File: config.mk
export PLATFORM = sky130hd
export DESIGN_NAME = dmem_port_arbiter_flat
export DESIGN_NICKNAME = d
export VERILOG_FILES = /design/src/rtl/dmem_port_arbiter_if.sv /design/src/rtl/dmem_port_arbiter.sv /design/src/flat_wrapper.sv
export SDC_FILE = /design/constraint.sdc
export NUM_CORES = 1
export LEC_CHECK = 0
export ABC_AREA = 1
export CORE_AREA = 5 5 116 118
export DETAILED_ROUTE_END_ITERATION = 12
export DIE_AREA = 0 0 121 123
export PLACE_DENSITY_LB_ADDON = 0.08
export SYNTH_ARGS = -nofsm -noshare
export SYNTH_HDL_FRONTEND = slang
export SYNTH_SLANG_ARGS = --single-unit
File: constraint.sdc
create_clock -name clk -period 3.83 [get_ports clk]
set_clock_uncertainty 0.1 [all_clocks]
set_input_delay 0.766 -clock clk [delete_from_list [all_inputs] [get_ports clk]]
set_output_delay 0.766 -clock clk [all_outputs]
set_load 0.005 [all_outputs]
File: src/rtl/dmem_port_arbiter_if.sv
// One requester port of the data-memory arbiter: request handshake plus the response pulse.
// The requester uses the master modport, the arbiter uses the slave modport.
interface dmem_port_arbiter_if #(
   parameter int DATA_WIDTH = 32,
   parameter int ADDR_WIDTH = DATA_WIDTH,
   parameter int DATA_BYTES = DATA_WIDTH/8
);
   logic                  valid;
   logic                  ready;
   logic [ADDR_WIDTH-1:0] addr;
   logic [DATA_WIDTH-1:0] wdata;
   logic [DATA_BYTES-1:0] wen;
   logic                  lock;
   logic                  rsp_valid;
   logic [DATA_WIDTH-1:0] rdata;

   modport master (
      output valid, addr, wdata, wen, lock,
      input  ready, rsp_valid, rdata
   );

   modport slave (
      input  valid, addr, wdata, wen, lock,
      output ready, rsp_valid, rdata
   );
endinterface

File: src/rtl/dmem_port_arbiter.sv
// Round-robin arbiter with bounded lock in front of a 1-cycle synchronous data memory.
// Grant and ready are combinational; the response returns one cycle after accept and cannot be stalled.
module dmem_port_arbiter #(
   parameter int DATA_WIDTH = 32,
   parameter int ADDR_WIDTH = DATA_WIDTH,
   parameter int DATA_BYTES = DATA_WIDTH/8,
   parameter int MAX_LOCK   = 4
) (
   input  logic                  clk,
   input  logic                  rst,
   dmem_port_arbiter_if.slave    p0,
   dmem_port_arbiter_if.slave    p1,
   output logic [ADDR_WIDTH-1:0] mem_addr,
   output logic [DATA_WIDTH-1:0] mem_wdata,
   output logic [DATA_BYTES-1:0] mem_wen,
   input  logic [DATA_WIDTH-1:0] mem_rdata
);

   localparam int CNT_W = $clog2(MAX_LOCK + 1);

   logic [1:0]       req_vld;
   logic             rr_ptr_q,     rr_ptr_d;
   logic             lock_vld_q,   lock_vld_d;
   logic             lock_owner_q, lock_owner_d;
   logic [CNT_W-1:0] lock_cnt_q,   lock_cnt_d;
   logic             rsp_vld_q,    rsp_vld_d;
   logic             rsp_owner_q,  rsp_owner_d;
   logic             rsp_is_rd_q,  rsp_is_rd_d;

   logic                  gnt_vld;
   logic                  gnt_idx;
   logic                  lock_hold;
   logic [ADDR_WIDTH-1:0] gnt_addr;
   logic [DATA_WIDTH-1:0] gnt_wdata;
   logic [DATA_BYTES-1:0] gnt_wen;
   logic                  gnt_lock;
   logic                  rsp0_vld;
   logic                  rsp1_vld;
   logic [DATA_WIDTH-1:0] rsp_rdata;

   assign req_vld = {p1.valid, p0.valid};

   // Grant: a live lock wins unless it has used up its budget while the other port waits.
   always_comb begin
      gnt_vld   = 1'b0;
      gnt_idx   = 1'b0;
      lock_hold = 1'b0;
      if (!rst) begin
         if (lock_vld_q && req_vld[lock_owner_q]) begin
            gnt_vld = 1'b1;
            if (req_vld[~lock_owner_q] && (lock_cnt_q == CNT_W'(MAX_LOCK))) begin
               gnt_idx = ~lock_owner_q;
            end else begin
               gnt_idx   = lock_owner_q;
               lock_hold = 1'b1;
            end
         end else if (&req_vld) begin
            gnt_vld = 1'b1;
            gnt_idx = rr_ptr_q;
         end else if (req_vld[0]) begin
            gnt_vld = 1'b1;
            gnt_idx = 1'b0;
         end else if (req_vld[1]) begin
            gnt_vld = 1'b1;
            gnt_idx = 1'b1;
         end
      end
   end

   assign gnt_addr  = gnt_idx ? p1.addr  : p0.addr;
   assign gnt_wdata = gnt_idx ? p1.wdata : p0.wdata;
   assign gnt_wen   = gnt_idx ? p1.wen   : p0.wen;
   assign gnt_lock  = gnt_idx ? p1.lock  : p0.lock;

   // Next state: the lock budget only burns while the other port is actually waiting.
   always_comb begin
      rr_ptr_d     = rr_ptr_q;
      lock_vld_d   = 1'b0;
      lock_owner_d = lock_owner_q;
      lock_cnt_d   = '0;
      rsp_vld_d    = gnt_vld;
      rsp_owner_d  = gnt_idx;
      rsp_is_rd_d  = (gnt_wen == '0);
      if (gnt_vld) begin
         rr_ptr_d = ~gnt_idx;
         if (gnt_lock) begin
            lock_vld_d   = 1'b1;
            lock_owner_d = gnt_idx;
            lock_cnt_d   = (lock_hold ? lock_cnt_q : '0) + CNT_W'(req_vld[~gnt_idx]);
         end
      end
   end

   always_ff @(posedge clk) begin
      if (rst) begin
         rr_ptr_q     <= 1'b0;
         lock_vld_q   <= 1'b0;
         lock_owner_q <= 1'b0;
         lock_cnt_q   <= '0;
         rsp_vld_q    <= 1'b0;
         rsp_owner_q  <= 1'b0;
         rsp_is_rd_q  <= 1'b0;
      end else begin
         rr_ptr_q     <= rr_ptr_d;
         lock_vld_q   <= lock_vld_d;
         lock_owner_q <= lock_owner_d;
         lock_cnt_q   <= lock_cnt_d;
         rsp_vld_q    <= rsp_vld_d;
         rsp_owner_q  <= rsp_owner_d;
         rsp_is_rd_q  <= rsp_is_rd_d;
      end
   end

   // Idle drives zeros so no MMIO address is ever presented without a grant.
   always_comb begin
      mem_addr  = '0;
      mem_wdata = '0;
      mem_wen   = '0;
      if (gnt_vld) begin
         mem_addr  = gnt_addr;
         mem_wdata = gnt_wdata;
         mem_wen   = gnt_wen;
      end
   end

   assign rsp0_vld  = rsp_vld_q && !rst && !rsp_owner_q;
   assign rsp1_vld  = rsp_vld_q && !rst &&  rsp_owner_q;
   assign rsp_rdata = rsp_is_rd_q ? mem_rdata : '0;

   assign p0.ready     = gnt_vld && !gnt_idx;
   assign p1.ready     = gnt_vld &&  gnt_idx;
   assign p0.rsp_valid = rsp0_vld;
   assign p1.rsp_valid = rsp1_vld;
   assign p0.rdata     = rsp0_vld ? rsp_rdata : '0;
   assign p1.rdata     = rsp1_vld ? rsp_rdata : '0;

endmodule

File: src/flat_wrapper.sv
// flat-port wrapper written by rule: the top's interface ports become plain ports
module dmem_port_arbiter_flat 
#(
   parameter int DATA_WIDTH = 32,
   parameter int ADDR_WIDTH = DATA_WIDTH,
   parameter int DATA_BYTES = DATA_WIDTH/8,
   parameter int MAX_LOCK   = 4
)
  (clk, rst, mem_addr, mem_wdata, mem_wen, mem_rdata, p0_valid, p0_addr, p0_wdata, p0_wen, p0_lock, p0_ready, p0_rsp_valid, p0_rdata, p1_valid, p1_addr, p1_wdata, p1_wen, p1_lock, p1_ready, p1_rsp_valid, p1_rdata);
  dmem_port_arbiter_if #(.DATA_WIDTH(DATA_WIDTH), .ADDR_WIDTH(ADDR_WIDTH), .DATA_BYTES(DATA_BYTES)) p0_i ();
  dmem_port_arbiter_if #(.DATA_WIDTH(DATA_WIDTH), .ADDR_WIDTH(ADDR_WIDTH), .DATA_BYTES(DATA_BYTES)) p1_i ();
  input  logic clk;
  input  logic rst;
  output logic [ADDR_WIDTH-1:0] mem_addr;
  output logic [DATA_WIDTH-1:0] mem_wdata;
  output logic [DATA_BYTES-1:0] mem_wen;
  input  logic [DATA_WIDTH-1:0] mem_rdata;
  input wire logic [$bits(p0_i.valid)-1:0] p0_valid;
  input wire logic [$bits(p0_i.addr)-1:0] p0_addr;
  input wire logic [$bits(p0_i.wdata)-1:0] p0_wdata;
  input wire logic [$bits(p0_i.wen)-1:0] p0_wen;
  input wire logic [$bits(p0_i.lock)-1:0] p0_lock;
  output wire logic [$bits(p0_i.ready)-1:0] p0_ready;
  output wire logic [$bits(p0_i.rsp_valid)-1:0] p0_rsp_valid;
  output wire logic [$bits(p0_i.rdata)-1:0] p0_rdata;
  input wire logic [$bits(p1_i.valid)-1:0] p1_valid;
  input wire logic [$bits(p1_i.addr)-1:0] p1_addr;
  input wire logic [$bits(p1_i.wdata)-1:0] p1_wdata;
  input wire logic [$bits(p1_i.wen)-1:0] p1_wen;
  input wire logic [$bits(p1_i.lock)-1:0] p1_lock;
  output wire logic [$bits(p1_i.ready)-1:0] p1_ready;
  output wire logic [$bits(p1_i.rsp_valid)-1:0] p1_rsp_valid;
  output wire logic [$bits(p1_i.rdata)-1:0] p1_rdata;
  assign p0_i.valid = p0_valid;
  assign p0_i.addr = p0_addr;
  assign p0_i.wdata = p0_wdata;
  assign p0_i.wen = p0_wen;
  assign p0_i.lock = p0_lock;
  assign p0_ready = p0_i.ready;
  assign p0_rsp_valid = p0_i.rsp_valid;
  assign p0_rdata = p0_i.rdata;
  assign p1_i.valid = p1_valid;
  assign p1_i.addr = p1_addr;
  assign p1_i.wdata = p1_wdata;
  assign p1_i.wen = p1_wen;
  assign p1_i.lock = p1_lock;
  assign p1_ready = p1_i.ready;
  assign p1_rsp_valid = p1_i.rsp_valid;
  assign p1_rdata = p1_i.rdata;
  dmem_port_arbiter #(.DATA_WIDTH(DATA_WIDTH), .ADDR_WIDTH(ADDR_WIDTH), .DATA_BYTES(DATA_BYTES), .MAX_LOCK(MAX_LOCK)) u_core (.clk(clk), .rst(rst), .p0(p0_i), .p1(p1_i), .mem_addr(mem_addr), .mem_wdata(mem_wdata), .mem_wen(mem_wen), .mem_rdata(mem_rdata));
endmodule
# After elaboration in Yosys (flattened, before gate mapping)
# Index checks and enable logic that the tools add are counted.
# W data, S select, Z words.
dict set report word_totals {
  inputBits 174
  regBits 9
  mem_bits_ro 0
  output_inout_bits 136
  mem_count 0
  latchBits 0
  ramBits 0
  elab_cells 62
}
dict set report classes {
  n_bitwise 4
  div 0
  n_reduce_logical 15
  mux 31
  n_eq_ne 1
  addsub 1
  multipliers 0
  order_cmp 3
  shift 0
}
# cell n
set op_table {}
lappend op_table {{$mux W32} 7}
lappend op_table {{$mux W1} 21}
lappend op_table {{$mux W4} 2}
lappend op_table {{$logic_and A1 B1 Y1} 7}
lappend op_table {{$lt A1 B2 Y1 const B} 3}
lappend op_table {{$logic_not A4 Y1} 1}
lappend op_table {{$not A1 Y1} 4}
lappend op_table {{$reduce_and A2 Y1} 2}
lappend op_table {{$add A3 B1 Y3} 1}
lappend op_table {{$eq A3 B3 Y1 const B} 1}
lappend op_table {{$logic_not A1 Y1} 3}
lappend op_table {{$mux W3} 1}
lappend op_table {{$reduce_or A3 Y1} 1}
lappend op_table {{$reduce_or A2 Y1} 1}

# Longest topological paths before layout
# Gate-level depths: netlist (run 1).
dict set report depth {
  ltp_word 11
  mapped_depth 15
  ltp_nobuf 14
}

# Least setup slack after synthesis (run 1)
# OpenSTA, ideal clock, no wires.
dict set report synth_timing {
  kind {input to output}
  from {input p0_valid}
  to {output mem_addr[10]}
  n_path_buf 2
  path_stages 12
  slack_ns 1.221
  arrival_time_ns 1.743
  required_ns 2.964
  path_cell_list {nor2_1 > nor2_2 > o21ai_2 > inv_1 > nand2_2 > nand2_4 > nand2_4 > inv_4 > buf_12 > buf_12 > nand2_2 > nand2_1}
}
dict set report synth_between {
  elab_chain_cells 8
  elab_cells_between_ends 18
  classes_between {15 x mux; 3 x reduce/logical}
}
# element line_no
set synth_rtl {}
lappend synth_rtl {{start, declared} flat_wrapper.sv:18} ;# input wire logic [$bits(p0_i.valid)-1:0] p0_valid;
lappend synth_rtl {{$mux W1 (not written as such) (2 in series)} dmem_port_arbiter.sv:51} ;# if (req_vld[~lock_owner_q] && (lock_cnt_q == CNT_W'(MAX_LOCK))) begin
lappend synth_rtl {{$logic_and A1 B1 Y1} dmem_port_arbiter.sv:51}
lappend synth_rtl {{$mux W1} dmem_port_arbiter.sv:51}
lappend synth_rtl {{$mux W1} dmem_port_arbiter.sv:49} ;# if (lock_vld_q && req_vld[lock_owner_q]) begin
lappend synth_rtl {{$mux W1} dmem_port_arbiter.sv:48} ;# if (!rst) begin
lappend synth_rtl {{$mux W32} dmem_port_arbiter.sv:70} ;# assign gnt_addr = gnt_idx ? p1.addr : p0.addr;
lappend synth_rtl {{$mux W32 (*)} dmem_port_arbiter.sv:119} ;# if (gnt_vld) begin
lappend synth_rtl {{end, declared} flat_wrapper.sv:14} ;# output logic [ADDR_WIDTH-1:0] mem_addr;
# Mark *: on every way between the ends. The rest lies on a longest branch, timed or not. The select of a mux whose other input is x is not followed.

# Worst setup path in the final report (run 1)
dict set report layout_timing {
  from {input rst}
  to {output mem_wdata[22]}
}
dict set report layout_between {
  elab_chain_cells 3
  elab_cells_between_ends 4
  classes_between {4 x mux}
}
# element line_no
set layout_rtl {}
lappend layout_rtl {{start, declared} flat_wrapper.sv:13} ;# input logic rst;
lappend layout_rtl {{$mux W1} dmem_port_arbiter.sv:48}
lappend layout_rtl {{$mux W32} dmem_port_arbiter.sv:71} ;# assign gnt_wdata = gnt_idx ? p1.wdata : p0.wdata;
lappend layout_rtl {{$mux W32 (*)} dmem_port_arbiter.sv:119}
lappend layout_rtl {{end, declared} flat_wrapper.sv:15} ;# output logic [DATA_WIDTH-1:0] mem_wdata;
# Mark *: on every way between the ends. The rest lies on a longest branch, timed or not.

==> impl_metrics.toml, run 1 <==
[sta]
maxSlewHeadroom_pct = 34.1
clock.fmax_mhz = 279
period_needed_ps = 3590
tns_ps = 0
rsz0062_at_grt = "no"
hold_viol_final = 0
worst_pin_slew_ps = 987
timing.final.crit_share_pct = 93.7
setup_viol = 0
slew_viol_final = 0

[hold_path]
min_path_type = "reg2reg"

[clock_tree]
cts_made_buffers = 3
htreeDepth = 1
cts_tree = "yes"
clkSinkCount = 9
postCtsSetupBuffers = 0
clkTransAtPathRegs_ps = 40
clkLatencyLatePin_ps = 230
ctsHoldBuffers = 0
cts_buffer_depth = 2
cts-root-buf = "clkbuf_16"

[flow_run]
maxCapViolCount = 0

[drt]
vias = 3460
first_pass_iters = 4
drc_errors = 0
drtIter0Drc = 123
via_per_inst = 3.94
ant_nets = 0
wire_per_inst_um = 14.6
totalWireLength_um = 12800

[worst_setup_path]
end_kind = "output port"
crit_fanout = 12
crit_path_start_kind = "input pin"
critPathKind = "in2out"
worstPathRequired_ps = 2960
crit_arrival_ps = 2720

[yosys]
ys_seq_area_share_pct = 8.70
syn_area_um2 = 2070
ys_types = 24
synth-seq-cells = 9
yosys_warnings = 0
synth.avg_cell_area_um2 = 5.12
synth_area_leaders = "nand2_1, nor3_1, nand2_2"
synth_top_area_share_pct = 29.3
synth_nets = 581
syn_inst = 405
synth_top_area_cell = "nand2_1"

[final_layout]
fin_util_pct = 44.0
multi_input_area_um2 = 1460
fill_cells = 1283
drive_above_1_share_pct = 10.9
final_nets = 883
seq_area_um2 = 180
syn_to_final_growth_pct = 162

[place]
routabilityCongestion = 0.797
portBuffers = 309
dp.final_hpwl_um = 11000

[die]
pin_count = 310
coreArea_um2 = 12400
rows = 41
die_area_um2 = 14900
initial_core_util_pct = 16.8
die_w_um = 121
fp.dieH_um = 123

[power]
powerDensity_nw_per_um2 = 153
vdd_drop_max_mv = 0.223
p_leak_nw = 2.37

[global_routing]
grt_pass1_wl_um = 18500
grt-ovfl-total = 0
antenna_found_initial = 2
grt_max_degree = 65
grt_pass1_vias = 3363
grt_usage_pct = 15.6

[outcome]
status = "complete, no violations"
## layout make-up
class	instances	area share (%)
tap	172	3.96
antenna	1	0.0461
clock buffer	4	1.45
timing repair buffer	323	60.3
inverter	58	4.10
multi-input combinational	312	26.8
sequential	9	3.32
## worst paths after layout
| path | start | end | slack, ps | cells after the start |
|---|---|---|---|---|
| min | u_core.rr_ptr_q$_SDFFE_PP0P_ | u_core.rr_ptr_q$_SDFFE_PP0P_ | 380 | 2 |
| max reg2reg | u_core.lock_owner_q$_SDFFE_PP0P_ | u_core.lock_cnt_q[2]$_SDFF_PP0_ | 1610 | 12 |
| min reg2reg | u_core.rr_ptr_q$_SDFFE_PP0P_ | u_core.rr_ptr_q$_SDFFE_PP0P_ | 380 | 2 |
| max | rst | mem_wdata[22] | 240 | 8 |
## cells in the final DEF, fill, tap and decap left out, types with 2 or more instances in the layout
cell and count:
inv_2 2, buf_12 6, clkdlybuf4s50_1 307, buf_4 8
nand2_4 2, o21ai_0 2, a21oi_1 3, ha_1 2
dfxtp_1 9, inv_4 2, nor2_1 13, nand3_1 6
nor3_1 65, dlymetal6s2s_1 2, nand2_1 162, clkbuf_16 3
nand2_2 51, inv_1 54
## where the power goes
part	switching [W]	internal, W	leakage (nW)	total [W]
Sequential	0.00000294	0.0000998	0.0740	0.000103
Clock	0.0000418	0.000139	0.0382	0.000181
Combinational	0.000202	0.000343	2.26	0.000546
Total	0.000247	0.000582	2.37	0.000829
## flip-flops by register name, summed over array words and instances, names as in the netlist
| register | flops |
|---|---|
| u_core.rsp_owner_q | 1 |
| u_core.rr_ptr_q | 1 |
| u_core.lock_cnt_q | 3 |
| u_core.rsp_is_rd_q | 1 |
| u_core.lock_vld_q | 1 |
| u_core.lock_owner_q | 1 |
| u_core.rsp_vld_q | 1 |
## cells by family (layout without fill, tap and decap cells)
kind of cell | count (synthesis) | in the layout | share of synthesized area (%)
and+or+nand+nor | 301 | 301 | 66.0
buffers and inverters | 84 | 385 | 21.0
DFF | 9 | 9 | 8.70
AOI/OAI and AO/OA | 8 | 8 | 2.66
adders and majority gates | 2 | 2 | 1.21
xor gates and xnor gates | 1 | 1 | 0.423
other | 0 | 1 | 0
## critical path, cell delays in order
cell and delay [ps]:
clkdlybuf4s50_1 560, a21oi_1 330, nand2_4 90, inv_4 100, buf_4 230, nand2_1 90, nand2_1 60, clkdlybuf4s50_1 490
## synthesized netlist by cell type (all sizes together)
cell type,number
nand2,215
nor3,65
inv,58
nor2,14
buf,13
clkbuf,13
dfxtp,9
nand3,6
a21oi,4
o21ai,4
ha,2
nand3b,1
xor2,1
## timing repair
action / in CTS / in global routing
gates resized for setup: 0 / 2
endpoints found under the setup margin: 0 / 16
endpoints found under the hold margin: 0 / 0
## per-stage QoR
step | setup WS [ps] | hold WS (ps) | instance area, um^2 | total power (W) | cells
finish | 240 | 377 | 5430 | 0.000829 | 879
global route | 88.1 | 394 | 5430 | 0.000886 | 879
CTS | 92.8 | 382 | 5430 | 0.000840 | 878
detailed placement | 93.3 | 376 | 5350 | 0.000656 | 874
global placement | 145 | 395 | 5350 | 0.000654 | 874
floorplan | 1220 | 350 | 2070 | 0.000292 | 405
## layer usage
metal	routed length [um]	vias up	track usage, %
li1	-	1822	-
met4	115	2	1.91
met1	4710	1464	17.2
met3	1220	12	4.80
met5	13	-	0
met2	6760	160	30.0
(Power assumes the default switching activity.)
==> inputs of run 2 (changes only) <==
--- a/config.mk
+++ b/config.mk
@@ -9,6 +9,7 @@
 export CORE_AREA = 5 5 116 118
 export DETAILED_ROUTE_END_ITERATION = 12
 export DIE_AREA = 0 0 121 123
+export HOLD_SLACK_MARGIN = 0.1
 export PLACE_DENSITY_LB_ADDON = 0.08
 export SYNTH_ARGS = -nofsm -noshare
 export SYNTH_HDL_FRONTEND = slang
==> results of run 2 <==
Final layout, timing and power as in run 1 (identical DEF).
==> inputs of run 3 (changes only) <==
--- a/config.mk
+++ b/config.mk
@@ -6,7 +6,9 @@
 export NUM_CORES = 1
 export LEC_CHECK = 0
 export ABC_AREA = 1
+export CAP_MARGIN = 30
 export CORE_AREA = 5 5 116 118
+export CTS_BUF_LIST = sky130_fd_sc_hd__clkbuf_16
 export DETAILED_ROUTE_END_ITERATION = 12
 export DIE_AREA = 0 0 121 123
 export HOLD_SLACK_MARGIN = 0.1
==> impl_metrics.toml, run 3 (synthesis gave the netlist of run 1 again) <==
[worst_setup_path]
r2r_cells = 12
end_kind = "output port"
crit_arrival_ps = 2720
crit_path_start_kind = "input pin"
worstPathRequired_ps = 2960
critPathKind = "in2out"
crit_fanout = 12

[drt]
ant_nets = 0
via_per_inst = 3.95
drc_errors = 0
drtIter0Drc = 123
first_pass_iters = 4
totalWireLength_um = 12800
vias = 3480
wire_per_inst_um = 14.6

[clock_tree]
clkSinkCount = 9
ctsHoldBuffers = 0
postCtsSetupBuffers = 0
cts_buffer_depth = 2
cts_resized = 0
clkTransAtPathRegs_ps = 40
cts_tree = "yes"
cts_made_buffers = 3
clkLatencyLatePin_ps = 230
cts-root-buf = "clkbuf_16"
htreeDepth = 1

[global_routing]
grt_pass1_wl_um = 18500
grt-ovfl-total = 0
grt_max_degree = 65
grt_pass1_vias = 3363
antenna_found_initial = 2
grt_usage_pct = 15.6

[final_layout]
final_common_cell = "clkdlybuf4s50_1"
largest_register = "u_core.lock_cnt_q"
final_nets = 884
seq_area_um2 = 180
multi_input_area_um2 = 1460
largest_reg_flops = 3
drive_above_1_share_pct = 11.0
final_cell_mix = "clkdlybuf4s50_1, nand2_1, nor3_1"
fill_cells = 1281
fin_util_pct = 44.1
syn_to_final_growth_pct = 163

[die]
die_area_um2 = 14900
fp.dieH_um = 123
coreArea_um2 = 12400
rows = 41
pin_count = 310
initial_core_util_pct = 16.8
die_w_um = 121

[sta]
period_needed_ps = 3590
rsz0062_at_grt = "no"
maxSlewHeadroom_pct = 79.6
clock.fmax_mhz = 279
timing.final.crit_share_pct = 93.7
hold_slack_ps = 377
tns_ps = 0
setup_viol = 0
slew_viol_final = 0
hold_viol_final = 0
worst_pin_slew_ps = 304

[power]
powerDensity_nw_per_um2 = 152
p_leak_nw = 2.39
vdd_drop_max_mv = 0.218
finalPower_w = 0.000828

[place]
portBuffers = 309
routabilityCongestion = 0.797
dp.final_hpwl_um = 11000

[hold_path]
min_path_type = "reg2reg"
hold_depth = 2

[flow_run]
maxCapViolCount = 0

[outcome]
status = "complete, no violations"
-- run 3: through the flow --
stage,instances,cell area (um^2),setup slack [ps]
2_1_floorplan,405,2070,1220
3_3_place_gp,874,5350,145
3_5_place_dp,874,5350,93.3
4_1_cts,878,5430,92.8
5_1_grt,880,5450,95.4
6_report,880,5450,241
-- run 3: critical path: stages --
cell and delay, ps:
clkdlybuf4s50_1 560, a21oi_1 330, nand2_4 90, inv_4 100
buf_4 230, nand2_1 90, nand2_1 60, clkdlybuf4s50_1 490
-- run 3: path summary, 6_finish.rpt --
check	end	start	slack [ps]
worst max-delay path	mem_wdata[22]	rst	240
worst min-delay path	u_core.rr_ptr_q$_SDFFE_PP0P_	u_core.rr_ptr_q$_SDFFE_PP0P_	380
worst max register to register	u_core.lock_cnt_q[2]$_SDFF_PP0_	u_core.lock_owner_q$_SDFFE_PP0P_	1600
worst min register to register	u_core.rr_ptr_q$_SDFFE_PP0P_	u_core.rr_ptr_q$_SDFFE_PP0P_	380
-- run 3: final cells by class --
type | instances | share of cell area [%]
Clock inverter | 1 | 0.0688
Tap cell | 172 | 3.95
Inverter | 58 | 4.08
Timing Repair Buffer | 324 | 60.5
Sequential cell | 9 | 3.30
Multi-Input combinational cell | 312 | 26.7
Antenna cell | 1 | 0.0459
Clock buffer | 3 | 1.38
-- run 3: layer usage --
| metal | up-vias | track usage [%] | share of wire, % |
|---|---|---|---|
| li1 | 1828 | - | - |
| met1 | 1485 | 17.2 | 36 |
| met2 | 155 | 30.0 | 53 |
| met3 | 10 | 4.80 | 9.3 |
| met4 | 2 | 1.91 | 0.91 |
| met5 | - | 0 | 0.10 |
-- run 3: where the power goes --
group          total (W)  internal, W  switching (W)
clock network   0.000178     0.000136      0.0000419
logic           0.000547     0.000344       0.000202
registers       0.000103    0.0000998     0.00000296
total           0.000828     0.000580       0.000247
